`src/rtl/uart_frame_parser.sv`:
```
// Extracts 55 AA CMD LEN payload CHK frames from a UART byte stream and buffers the payload.
// Optional inter-byte timeout: define FRAME_TIMEOUT_EN.
module uart_frame_parser #(
  parameter int unsigned MAX_LEN     = 16,
  parameter int unsigned AW          = 4,
  parameter int unsigned TIMEOUT_CYC = 52080
) (
  input  logic          clk,
  input  logic          rst,
  input  logic [7:0]    rx_data,
  input  logic          rx_vld,
  output logic          frm_vld,
  output logic [7:0]    frm_cmd,
  output logic [7:0]    frm_len,
  input  logic [AW-1:0] rd_addr,
  output logic [7:0]    rd_data,
  output logic          err_vld,
  output logic [1:0]    err_code
);

  if (MAX_LEN < 1 || MAX_LEN > 255 || AW > 8 || (1 << AW) < MAX_LEN || TIMEOUT_CYC < 2)
  begin : g_bad_params
    $error("uart_frame_parser: inconsistent MAX_LEN/AW/TIMEOUT_CYC");
  end

  typedef enum logic [2:0] {
    S_IDLE,
    S_HDR2,
    S_CMD,
    S_LEN,
    S_DATA,
    S_CHK
  } state_e;

  localparam logic [7:0]  MaxLenB = 8'(MAX_LEN);
  localparam int unsigned Depth   = 1 << AW;

  state_e      state_q;
  logic [7:0]  cmd_q;
  logic [7:0]  len_q;
  logic [7:0]  sum_q;
  logic [7:0]  cnt_q;
  logic        frm_vld_q;
  logic [7:0]  frm_cmd_q;
  logic [7:0]  frm_len_q;
  logic        err_vld_q;
  logic [1:0]  err_code_q;
  logic [7:0]  rd_data_q;
  logic [7:0]  pbuf_q [Depth];
  logic        wr_en;
  logic        tmo_hit;

  assign wr_en = rx_vld && (state_q == S_DATA);

`ifdef FRAME_TIMEOUT_EN
  localparam int unsigned     TW      = $clog2(TIMEOUT_CYC);
  localparam logic [TW-1:0]   TmoLast = TW'(TIMEOUT_CYC - 1);

  logic [TW-1:0] tmo_q;

  // An arriving byte always beats an expiry in the same cycle.
  assign tmo_hit = !rx_vld && (state_q != S_IDLE) && (tmo_q == TmoLast);

  always_ff @(posedge clk or posedge rst) begin
    if (rst) begin
      tmo_q <= '0;
    end else if (rx_vld || state_q == S_IDLE || tmo_hit) begin
      tmo_q <= '0;
    end else begin
      tmo_q <= tmo_q + 1'b1;
    end
  end
`else
  assign tmo_hit = 1'b0;
`endif

  // NOTE: state and outputs use <= so every branch sees pre-edge values of sum_q/cnt_q.
  always_ff @(posedge clk or posedge rst) begin
    if (rst) begin
      state_q    <= S_IDLE;
      cmd_q      <= '0;
      len_q      <= '0;
      sum_q      <= '0;
      cnt_q      <= '0;
      frm_vld_q  <= 1'b0;
      frm_cmd_q  <= '0;
      frm_len_q  <= '0;
      err_vld_q  <= 1'b0;
      err_code_q <= '0;
    end else begin
      frm_vld_q <= 1'b0;
      err_vld_q <= 1'b0;
      if (rx_vld) begin
        unique case (state_q)
          S_IDLE: begin
            if (rx_data == 8'h55) state_q <= S_HDR2;
          end
          S_HDR2: begin
            if (rx_data == 8'hAA)      state_q <= S_CMD;
            else if (rx_data != 8'h55) state_q <= S_IDLE;
          end
          S_CMD: begin
            cmd_q   <= rx_data;
            sum_q   <= rx_data;
            state_q <= S_LEN;
          end
          S_LEN: begin
            len_q <= rx_data;
            sum_q <= sum_q + rx_data;
            cnt_q <= '0;
            if (rx_data > MaxLenB) begin
              err_vld_q  <= 1'b1;
              err_code_q <= 2'd1;
              state_q    <= S_IDLE;
            end else if (rx_data == 8'd0) begin
              state_q <= S_CHK;
            end else begin
              state_q <= S_DATA;
            end
          end
          S_DATA: begin
            sum_q <= sum_q + rx_data;
            cnt_q <= cnt_q + 8'd1;
            if (cnt_q == len_q - 8'd1) state_q <= S_CHK;
          end
          S_CHK: begin
            if (rx_data == sum_q) begin
              frm_vld_q <= 1'b1;
              frm_cmd_q <= cmd_q;
              frm_len_q <= len_q;
            end else begin
              err_vld_q  <= 1'b1;
              err_code_q <= 2'd2;
            end
            state_q <= S_IDLE;
          end
          default: state_q <= S_IDLE;
        endcase
      end else if (tmo_hit) begin
        err_vld_q  <= 1'b1;
        err_code_q <= 2'd3;
        state_q    <= S_IDLE;
      end
    end
  end

  // NOTE: the payload RAM has no reset so it maps onto plain RAM; only the read register is reset.
  always_ff @(posedge clk) begin
    if (wr_en) pbuf_q[cnt_q[AW-1:0]] <= rx_data;
  end

  always_ff @(posedge clk or posedge rst) begin
    if (rst) rd_data_q <= '0;
    else     rd_data_q <= pbuf_q[rd_addr];
  end

  assign frm_vld  = frm_vld_q;
  assign frm_cmd  = frm_cmd_q;
  assign frm_len  = frm_len_q;
  assign err_vld  = err_vld_q;
  assign err_code = err_code_q;
  assign rd_data  = rd_data_q;

endmodule

```
`config.mk`:
```
export PLATFORM = sky130hd
export DESIGN_NAME = uart_frame_parser
export DESIGN_NICKNAME = d
export VERILOG_FILES = /design/src/rtl/uart_frame_parser.sv
export SDC_FILE = /design/constraint.sdc
export NUM_CORES = 1
export LEC_CHECK = 0
export BUFFER_PORTS_ARGS = -buffer_cell sky130_fd_sc_hd__buf_2
export CAP_MARGIN = 20
export CORE_ASPECT_RATIO = 1.75
export CORE_UTILIZATION = 45
export DETAILED_ROUTE_END_ITERATION = 6
export PLACE_DENSITY = 0.6
export SYNTH_ARGS = -nofsm -noshare
export SYNTH_HDL_FRONTEND = slang
export SYNTH_SLANG_ARGS = --single-unit
```
`constraint.sdc`:
```
create_clock -name clk -period 4.91 [get_ports clk]
set_input_delay 0.7365 -clock clk [delete_from_list [all_inputs] [get_ports clk]]
set_output_delay 0.7365 -clock clk [all_outputs]
set_load 0.02 [all_outputs]
```
### Word level (Yosys, flattened, before mapping)

Memories as Yosys holds them, arrays and structs flattened. A register that Yosys moved wholly into a read port is not among the register bits.
Cells that the tools add are included.

| operators by class | value |
|---|---|
| add/sub/neg operators | 3 |
| $mul | 0 |
| divide/modulo/power cells | 0 |
| magnitude comparators | 1 |
| equal/unequal tests | 15 |
| shifts and indexed selects | 0 |
| multiplexer cells | 21 |
| bitwise gates (word level) | 0 |
| reduce and logical (&&, ||, !) cells | 14 |

Operators with widths:

| cell | number |
|---|---|
| 8-bit one-hot mux with 2 select lines | 2 |
| 8-bit equality test | 2 |
| 3-bit 2-to-1 mux | 5 |
| 3-bit one-hot mux with 5 select lines | 1 |
| 1-bit 2-to-1 mux | 9 |
| 8-bit by 1-bit adder with 8-bit output, second input constant | 1 |
| 8-bit adder | 1 |
| 8-bit by 7-bit equality test with 1-bit output, second input constant | 1 |
| 8-bit equality test, second input constant | 1 |
| 8-bit by 5-bit > comparator with 1-bit output, second input constant | 1 |
| 8-bit zero test | 1 |
| 8-bit by 7-bit != test with 1-bit output, second input constant | 1 |
| 2-bit AND reduction | 4 |
| 4-bit AND reduction | 2 |
| 8-bit by 1-bit subtractor with 8-bit output, second input constant | 1 |
| 3-bit by 2-bit equality test with 1-bit output, second input constant | 2 |
| 3-bit equality test, second input constant | 2 |
| 2-bit != test, second input constant | 3 |
| 2-bit nonzero test | 3 |
| 2-bit 2-to-1 mux | 2 |
| 2-bit one-hot mux with 2 select lines | 1 |
| 3-bit by 1-bit equality test with 1-bit output, second input constant | 1 |
| 3-bit zero test | 1 |
| 3-bit != test, second input constant | 1 |
| 5 further kinds | 5 |

| storage, ports and cells | value |
|---|---|
| flip-flop bits (word level) | 55 |
| bits in latches | 0 |
| bits in writable memories | 128 |
| bits in read-only memories | 0 |
| input port bits | 15 |
| output and inout bits | 28 |
| memories | 1 |

Memories:

| memory | words | width | rd ports | clocked after memory_dff | write ports | line | RTL |
|---|---|---|---|---|---|---|---|
| pbuf_q | 16 | 8 | 1 | 1 | 1 | 49 | `logic [7:0] pbuf_q [Depth];` |

### Depth between registers and ports, before layout

Gate-level depths: netlist of run 1.

| depth | value |
|---|---|
| depth after elaboration | 4 |
| depth in mapped cells | 9 |

### Least setup slack after synthesis of run 1

No wires, ideal clock.

| path | value |
|---|---|
| path type | input -> register |
| from | input rx_data[4] |
| to | register frm_len_q[2], in the netlist frm_len[2] |
| arrival | 2.253 ns |
| required time | 4.785 ns |
| slack | 2.532 ns |
| stages on the path | 7 |
| buffers on the path | 1 |
| cell sequence | ha_1 > nor4_1 > o211ai_1 > inv_1 > nand4_4 > buf_6 > mux2_2 |

| on the way | value |
|---|---|
| cells in the longest elaborated chain, start to end | 2 |

Ends and longest elaborated chain:

| what | line | RTL |
|---|---|---|
| from (decl) | 10 | `input logic [7:0] rx_data,` |
| 8-bit equality test | 127 | `if (rx_data == sum_q) begin` |
| 3-bit AND reduction (no source line) | -- |  |
| to (signal assigned) | 130 | `frm_len_q <= len_q;` |
| to (decl) | 45 | `logic [7:0] frm_len_q;` |

No other way between the ends.
A chain may end at the register's enable or synchronous reset.

### Worst setup path in the final report of run 1

| path | value |
|---|---|
| from | input rx_data[4] |
| to | register frm_len_q[6], in the netlist frm_len[6] |

The elaborated chain is that of the path after synthesis.

==> results.md, run 1 <==
| Result | Value |
|---|---|
| Outcome | finished clean |
| Die span in y | 179 um |
| Fin worst setup slack | 2.34 ns |
| Proportion of synthesized chip area in sequential cells | 67.0% |
| Post-DRT Antenna Nets | 0 |
| Setup repair after global routing missed its margin | no |
| Effective utilization at floorplan | 46.1% |
| Cell leakage power | 3.43 nW |
| Largest fanout on the critical path | 22 |
| Number of flops mapped to enable cells by yosys | 128 |
| H-tree lvl count | 4 |
| Total iterations of the first detailed-routing run | 5 |
| Critical Setup Path Class | in2reg |
| Number of resized instances in the post-cts repair step | 0 |
| Via/cell ratio | 5.64 |
| Count of hold buffers inserted by post-cts repair | 0 |
| Library cells used by synthesis | 55 |
| Ordered list of cells on the worst path | buf_2 > ha_1 > nor4_1 > o211ai_1 > inv_1 > nand4_4 > mux2_2 |
| Horiz. Die Dim | 103 um |
| Latest clock arrival within the worst-skew pair | 0.43 ns |
| Maximum ir drop on the vdd rail | 0.203 mV |
| Final Cycle Share | 52.4% |
| Critical path capture point type | register |
| Most frequently used flop master after synthesis | edfxtp_1 |
| Wire length of the first global-routing pass | 26.3 mm |
| Synthesized-area fraction occupied by ao, oa, aoi and oai cells | 4.33% |
| TritonCTS Buffers | 17 |
| Sum of routed wire length over all layers | 16.7 mm |
| Top cells by area in the synthesized netlist | edfxtp_1 48%, dfrtp_1 19%, mux4_2 11% |
| Total congestion overflow after global routing | 0 |
| Clock root cell | clkbuf_16 |
| Worst-case clock skew | 0.0120 ns |
| Routability-driven placement congestion ratio | 0.822 |
| Max-slew headroom | 24.4% |
| Total of warnings raised by yosys | 0 |
| Library cell with the largest summed area after synthesis | edfxtp_1 |
| Vias | 4440 |
| Flip-flop and latch count after synthesis | 191 |
| Post-synthesis area per instance | 16.1 um2 |
| Critical path buffer and inverter count | 2 |
| Sum of negative setup slack | 0 ns |
| Critical Path Slowest Stage Cell | mux2_2 |
| Number of antenna violations at the first check in global routing | 0 |
| Number of cells after detailed placement | 756 |
| Share of cell area taken by muxes after synthesis | 15.2% |
| Max_cap viols | 0 |
| Final Hold Fails | 0 |
| # port buffers | 42 |
| CP startpoint kind | primary input |
| Setup Viol. Count Final | 0 |
| Maximum cell stage delay along the critical path | 0.40 ns |
| Total global-route track usage | 20.2% |
| Time the final worst path needs with I/O delays and setup | 2.57 ns |
| Core area | 17500 um2 |
| CTS tree | yes |
| Area share of the largest cell type after synthesis | 47.5% |
| Via count of the first global-routing pass | 4770 |
| Deepest clock path buffer count | 2 |
| Min-Delay Path Class | reg2reg |
| Clk sink count | 191 |
| Worst Hold Margin | 0.476 ns |
| Post-CTS setup repair buffer count | 0 |
| Area of the die | 18500 um2 |
| Post-Place Setup Slack | 1.85 ns |
| Synth Cell Area | 8090 um2 |
| Largest delay contributor family on the critical path | simple AND/OR/NAND/NOR gates |
| Share of async-settable or async-resettable flops after synthesis | 33.0% |
| Remaining DRCs | 0 |
| Data arrival time of the critical path | 2.88 ns |
| FP Rows | 64 |
| WP data required | 5.22 ns |
| Count of boundary I/O pins | 43 |
| Violation count after the first detailed-routing iteration | 226 |
| Area grow syn2layout | 12.1% |
| Number of cells produced by synthesis | 501 |
| Dominant combinational cell family by area after synthesis | multiplexers |
| Total power density per cell area | 362 nW/um2 |
| Fraction of layout instances using a drive strength above 1 | 27.2% |
| Slew of the pin with the lowest slew margin | 1.13 ns |
| Max Freq | 389 MHz |
| Share of synthesized cell area in and, or, nand and nor gates | 7.63% |
| Synthesized-area fraction occupied by adder cells | 2.10% |
| Largest net degree at the start of global routing | 64 |
| Post-Synth XOR/XNOR Area | 1.73% |
| # nets final | 572 |
| Cell Count, Final, Fillers Out | 787 |
| Diodes inserted | 0 |
| Final slew viol count | 0 |
| Detailed Place HPWL | 11.2 mm |
| Post-CTS clock slew at the launch and capture registers of the worst setup and hold paths | 0.07 ns |
| Final routed wire length divided by cell count | 21.2 um |
| Post-Synthesis Net Count | 529 |
-- layer usage --
layer / global-route usage [%] / share of wire, %
met2: 36.6 / 56
met5: 0 / 0
met3: 3.66 / 3.4
met4: 8.69 / 2.6
met1: 22.9 / 38
-- sequential cells by signal (all words and copies together), names as in the netlist, 3 cells and up --
name / cells
pbuf_q: 128
cmd_q: 8
cnt_q: 8
frm_cmd: 8
frm_len: 8
len_q: 8
rd_data: 8
sum_q: 8
state_q: 3
-- cell usage after synthesis (all sizes together) (8+ instances only) --
library cell    n
nor3           11
o21ai          20
xnor2           9
mux4           40
nor2           28
dfrtp          63
a21oi           8
edfxtp        128
nand2          52
ha             12
inv            14
buf            13
mux2           23
-- layout make-up --
type	instances	area (um2)
well taps	231	289
multi-input cells	276	2530
clock inverters	13	108
fillers	1462	8480
repair buffers	44	225
clock buffers	18	439
inverters	14	52.6
flip-flops and latches	191	5420
-- logic make-up (layout without fill, tap and decap cells) --
| group | after synthesis | count (layout) |
|---|---|---|
| flip-flops | 191 | 191 |
| XOR/XNOR | 16 | 16 |
| AND/OR/NAND/NOR | 124 | 124 |
| adder cells (fa/ha/maj) | 13 | 13 |
| AO/OA/AOI/OAI | 53 | 53 |
| multiplexers | 70 | 70 |
| buffers and inverters | 34 | 89 |
-- power breakdown --
group	internal (W)	total, W	leakage (nW)	switching (W)
Clock	0.000670	0.00127	0.254	0.000602
Sequential	0.00174	0.00178	1.98	0.0000344
Combinational	0.0000955	0.000231	1.20	0.000135
Total	0.00251	0.00328	3.43	0.000772
-- worst reg2reg max path: cells and delay by family (launching register included) --
kind             cells  cell delay (ns)
DFF                  1             0.57
and+or+nand+nor      4             1.50
-- final timing paths --
| check | from | to | slack [ns] | cells after the start |
|---|---|---|---|---|
| setup / recovery | rx_data[4] | frm_len[6] | 2.34 | 7 |
| hold / removal | cmd_q[7] | cmd_q[7] | 0.48 | 2 |
| setup reg to reg | state_q[2] | pbuf_q[10][5] | 2.46 | 4 |
| hold reg to reg | cmd_q[7] | cmd_q[7] | 0.48 | 2 |
| max in group asynchronous | rst | sum_q[5] | 3.81 | 3 |
| min in group asynchronous | rst | len_q[7] | 0.57 | 3 |
-- cells in the final DEF (no fill, tap or decap), types with 12 or more instances in the layout --
master	n
buf_2	42
clkbuf_16	17
dfrtp_1	63
edfxtp_1	128
ha_1	12
inv_1	13
mux2_2	23
mux4_2	40
nand2_1	52
nor2_1	26
o21ai_0	19
-- per-stage QoR --
stage / total power [W] / area [um2] / util (%)
final: 0.00328 / 9060 / 51.7
after global routing: 0.00339 / 9060 / 51.7
after CTS: 0.00331 / 9060 / 51.7
after detailed placement: 0.00204 / 8510 / 48.6
after global placement: 0.00204 / 8510 / 48.6
after floorplan: 0.00197 / 8090 / -
Power figures use the tool's default switching activity.
==> run 2: changes to the inputs <==
==> constraint.sdc (replaced) <==
create_clock -name clk -period 2.5 [get_ports clk]
set_input_delay 0.375 -clock clk [delete_from_list [all_inputs] [get_ports clk]]
set_output_delay 0.375 -clock clk [all_outputs]
set_load 0.02 [all_outputs]
==> run 2 against run 1 <==
Net effect: sequential power grew 96%; clock skew is essentially flat; via count grew 1.5%; worst hold slack lost 0.29 ns; critical endpoint is now frm_cmd[5].
==> results.md, run 2 (same netlist as run 1, synthesis figures left out) <==
| Result | Value | Delta |
|---|---|---|
| Outcome | finished clean |  |
| Data arrival time of the critical path | 2.62 ns | -0.26 ns |
| Largest fanout on the critical path | 19 | -14% |
| Post-CTS clock slew at the launch and capture registers of the worst setup and hold paths | 0.07 ns | about the same |
| Clock root cell | clkbuf_16 |  |
| Sw Pwr | 0.00155 W | +100% |
| Effective utilization at floorplan | 46.1% | unchanged |
| Number of cells after detailed placement | 792 | +4.8% |
| Min-Delay Path Class | in2async |  |
| Worst-case clock skew | 0.0118 ns | -0.000266 ns |
| Area grow syn2layout | 16.0% |  |
| Slew of the pin with the lowest slew margin | 0.834 ns | -0.295 ns |
| Detailed Place HPWL | 12.2 mm | +9.4% |
| Maximum ir drop on the vdd rail | 0.417 mV | +110% |
| Violation count after the first detailed-routing iteration | 231 | +2.2% |
| CP startpoint kind | register |  |
| Die span in y | 179 um | unchanged |
| Final routed wire length divided by cell count | 20.8 um | -1.9% |
| Final instance area | 9380 um2 | +3.5% |
| Number of antenna violations at the first check in global routing | 1 | +1 |
| Critical Setup Path Class | reg2reg |  |
| Total power density per cell area | 702 nW/um2 | +94% |
| Count of boundary I/O pins | 43 | unchanged |
| Part of the power in combinational logic | 7.3% | +0.3 points |
| Sum of negative setup slack | 0 ns | unchanged |
| Placement-stage cell area | 8800 um2 | +3.4% |
| Remaining DRCs | 0 | unchanged |
| FP Rows | 64 | unchanged |
| Largest net degree at the start of global routing | 64 | unchanged |
| Cell internal power dissipation | 0.00503 W | +100% |
| Final Cycle Share | 92.3% |  |
| # nets final | 608 | +6.3% |
| Area of the die | 18500 um2 | unchanged |
| Sum of routed wire length over all layers | 17.2 mm | +2.7% |
| Count of hold buffers inserted by post-cts repair | 0 | unchanged |
| Horiz. Die Dim | 103 um | unchanged |
| Total congestion overflow after global routing | 0 | unchanged |
| Vias | 4507 | +1.5% |
| Commonest non-fill, non-tap cell in the layout | edfxtp_1 |  |
| Cell leakage power | 3.63 nW | +5.8% |
| Number of resized instances in the post-cts repair step | 0 | unchanged |
| Routability-driven placement congestion ratio | 0.915 | +11% |
| Via/cell ratio | 5.47 | -3.0% |
| Max Freq | 433 MHz |  |
| Core area | 17500 um2 | unchanged |
| Sequential Power Share | 53.0% | -1.2 points |
| Total global-route track usage | 20.9% | +0.75 points |
| Critical path capture point type | register |  |
| Latest clock arrival within the worst-skew pair | 0.43 ns | about the same |
| Time the final worst path needs with I/O delays and setup | 2.31 ns |  |
| CTS tree | yes |  |
| # port buffers | 42 | unchanged |
| Total iterations of the first detailed-routing run | 4 | -1 |
| Final slew viol count | 0 | unchanged |
| Wire length of the first global-routing pass | 27.5 mm | +4.3% |
| Most frequent cells in the layout | 128 x edfxtp_1, 63 x dfrtp_1, 52 x nand2_1 |  |
| Fraction of layout instances using a drive strength above 1 | 31.0% | +3.9 points |
| Post-DRT Antenna Nets | 0 | unchanged |
| Post-CTS setup repair buffer count | 0 | unchanged |
| WP data required | 2.81 ns | -2.41 ns |
| Setup Viol. Count Final | 0 | unchanged |
| Setup repair after global routing missed its margin | no |  |
| Clock Power Share | 39.8% | +1.0 points |
| Final Hold Fails | 0 | unchanged |
| Post-Route Utilization | 53.5% | +1.8 points |
| Switching share of total power | 23.6% | +0.057 points |
| Via count of the first global-routing pass | 4735 | -0.73% |
| Number of flip-flops under the largest register name | 128 | unchanged |
| Max-slew headroom | 44.4% | +20 points |
| Fin worst setup slack | 0.192 ns | -2.14 ns |
| Diodes inserted | 0 | unchanged |
| Post-Place Setup Slack | 0.100 ns | -1.75 ns |
| H-tree lvl count | 4 | unchanged |
| Cell Count, Final, Fillers Out | 824 | +4.7% |
| Clk sink count | 191 | unchanged |
| Deepest clock path buffer count | 2 | unchanged |
| TritonCTS Buffers | 17 | unchanged |
| Max_cap viols | 0 | unchanged |
==> run 2: changes by cell type in the layout (fill, tap and decap cells not counted), sizes merged <==
| cell | change |
|---|---|
| clkinv | +1 |
| clkbuf | -1 |
| clkinvlp | -2 |
| bufinv | +1 |
| buf | +36 |
| inv | +2 |
==> run 2: per-stage QoR <==
| stage | hold slack [ns] | power (W) |
|---|---|---|
| floorplan | 0.442 | 0.00387 |
| global placement | 0.460 | 0.00403 |
| detailed placement | 0.459 | 0.00404 |
| CTS | 0.203 | 0.00665 |
| global route | 0.263 | 0.00682 |
| finish | 0.189 | 0.00658 |
==> run 2: layer usage <==
metal	global-route usage [%]	up-vias	wire [um]
met5	0	-	13
met4	7.45	2	297
met2	37.9	85	9860
met1	24.5	2331	6600
met3	3.78	17	390
li1	-	2072	-
==> run 2: final timing paths <==
check | depth (start not counted) | end | start | slack, ns
worst min-delay path | 3 | frm_len[0] | rst | 0.19
worst min register to register | 2 | cmd_q[0] | cmd_q[0] | 0.48
min in group clk | 3 | cmd_q[7] | rx_data[7] | 0.36
max in group asynchronous | 3 | sum_q[6] | rst | 1.77
worst max-delay path | 6 | frm_cmd[5] | sum_q[5] | 0.19
worst max register to register | 6 | frm_cmd[5] | sum_q[5] | 0.19
==> run 2: area by class of cell <==
cell class / instances / area [um2]
Tap cell: 231 / 289
Fill cell: 1436 / 8160
Timing Repair Buffer: 80 / 533
Sequential cell: 191 / 5420
Inverter: 14 / 52.6
Multi-Input combinational cell: 276 / 2510
Clock inverter: 15 / 148
Clock buffer: 17 / 425
==> run 2: worst max-delay path, stage by stage (launching register included) <==
cell      delay [ns]
dfrtp_1         0.38
ha_1            0.33
nor3_1          0.35
o211ai_1        0.24
inv_1           0.17
nand4_4         0.32
mux2_2          0.39
==> run 2: power by group through the flow <==
stage | clock (W) | sequential, W | combinational [W]
after floorplan | 0 | 0.00354 | 0.000324
after global placement | 0 | 0.00355 | 0.000478
after global routing | 0.00279 | 0.00349 | 0.000536
after CTS | 0.00268 | 0.00349 | 0.000489
final | 0.00262 | 0.00349 | 0.000479
after detailed placement | 0 | 0.00355 | 0.000487
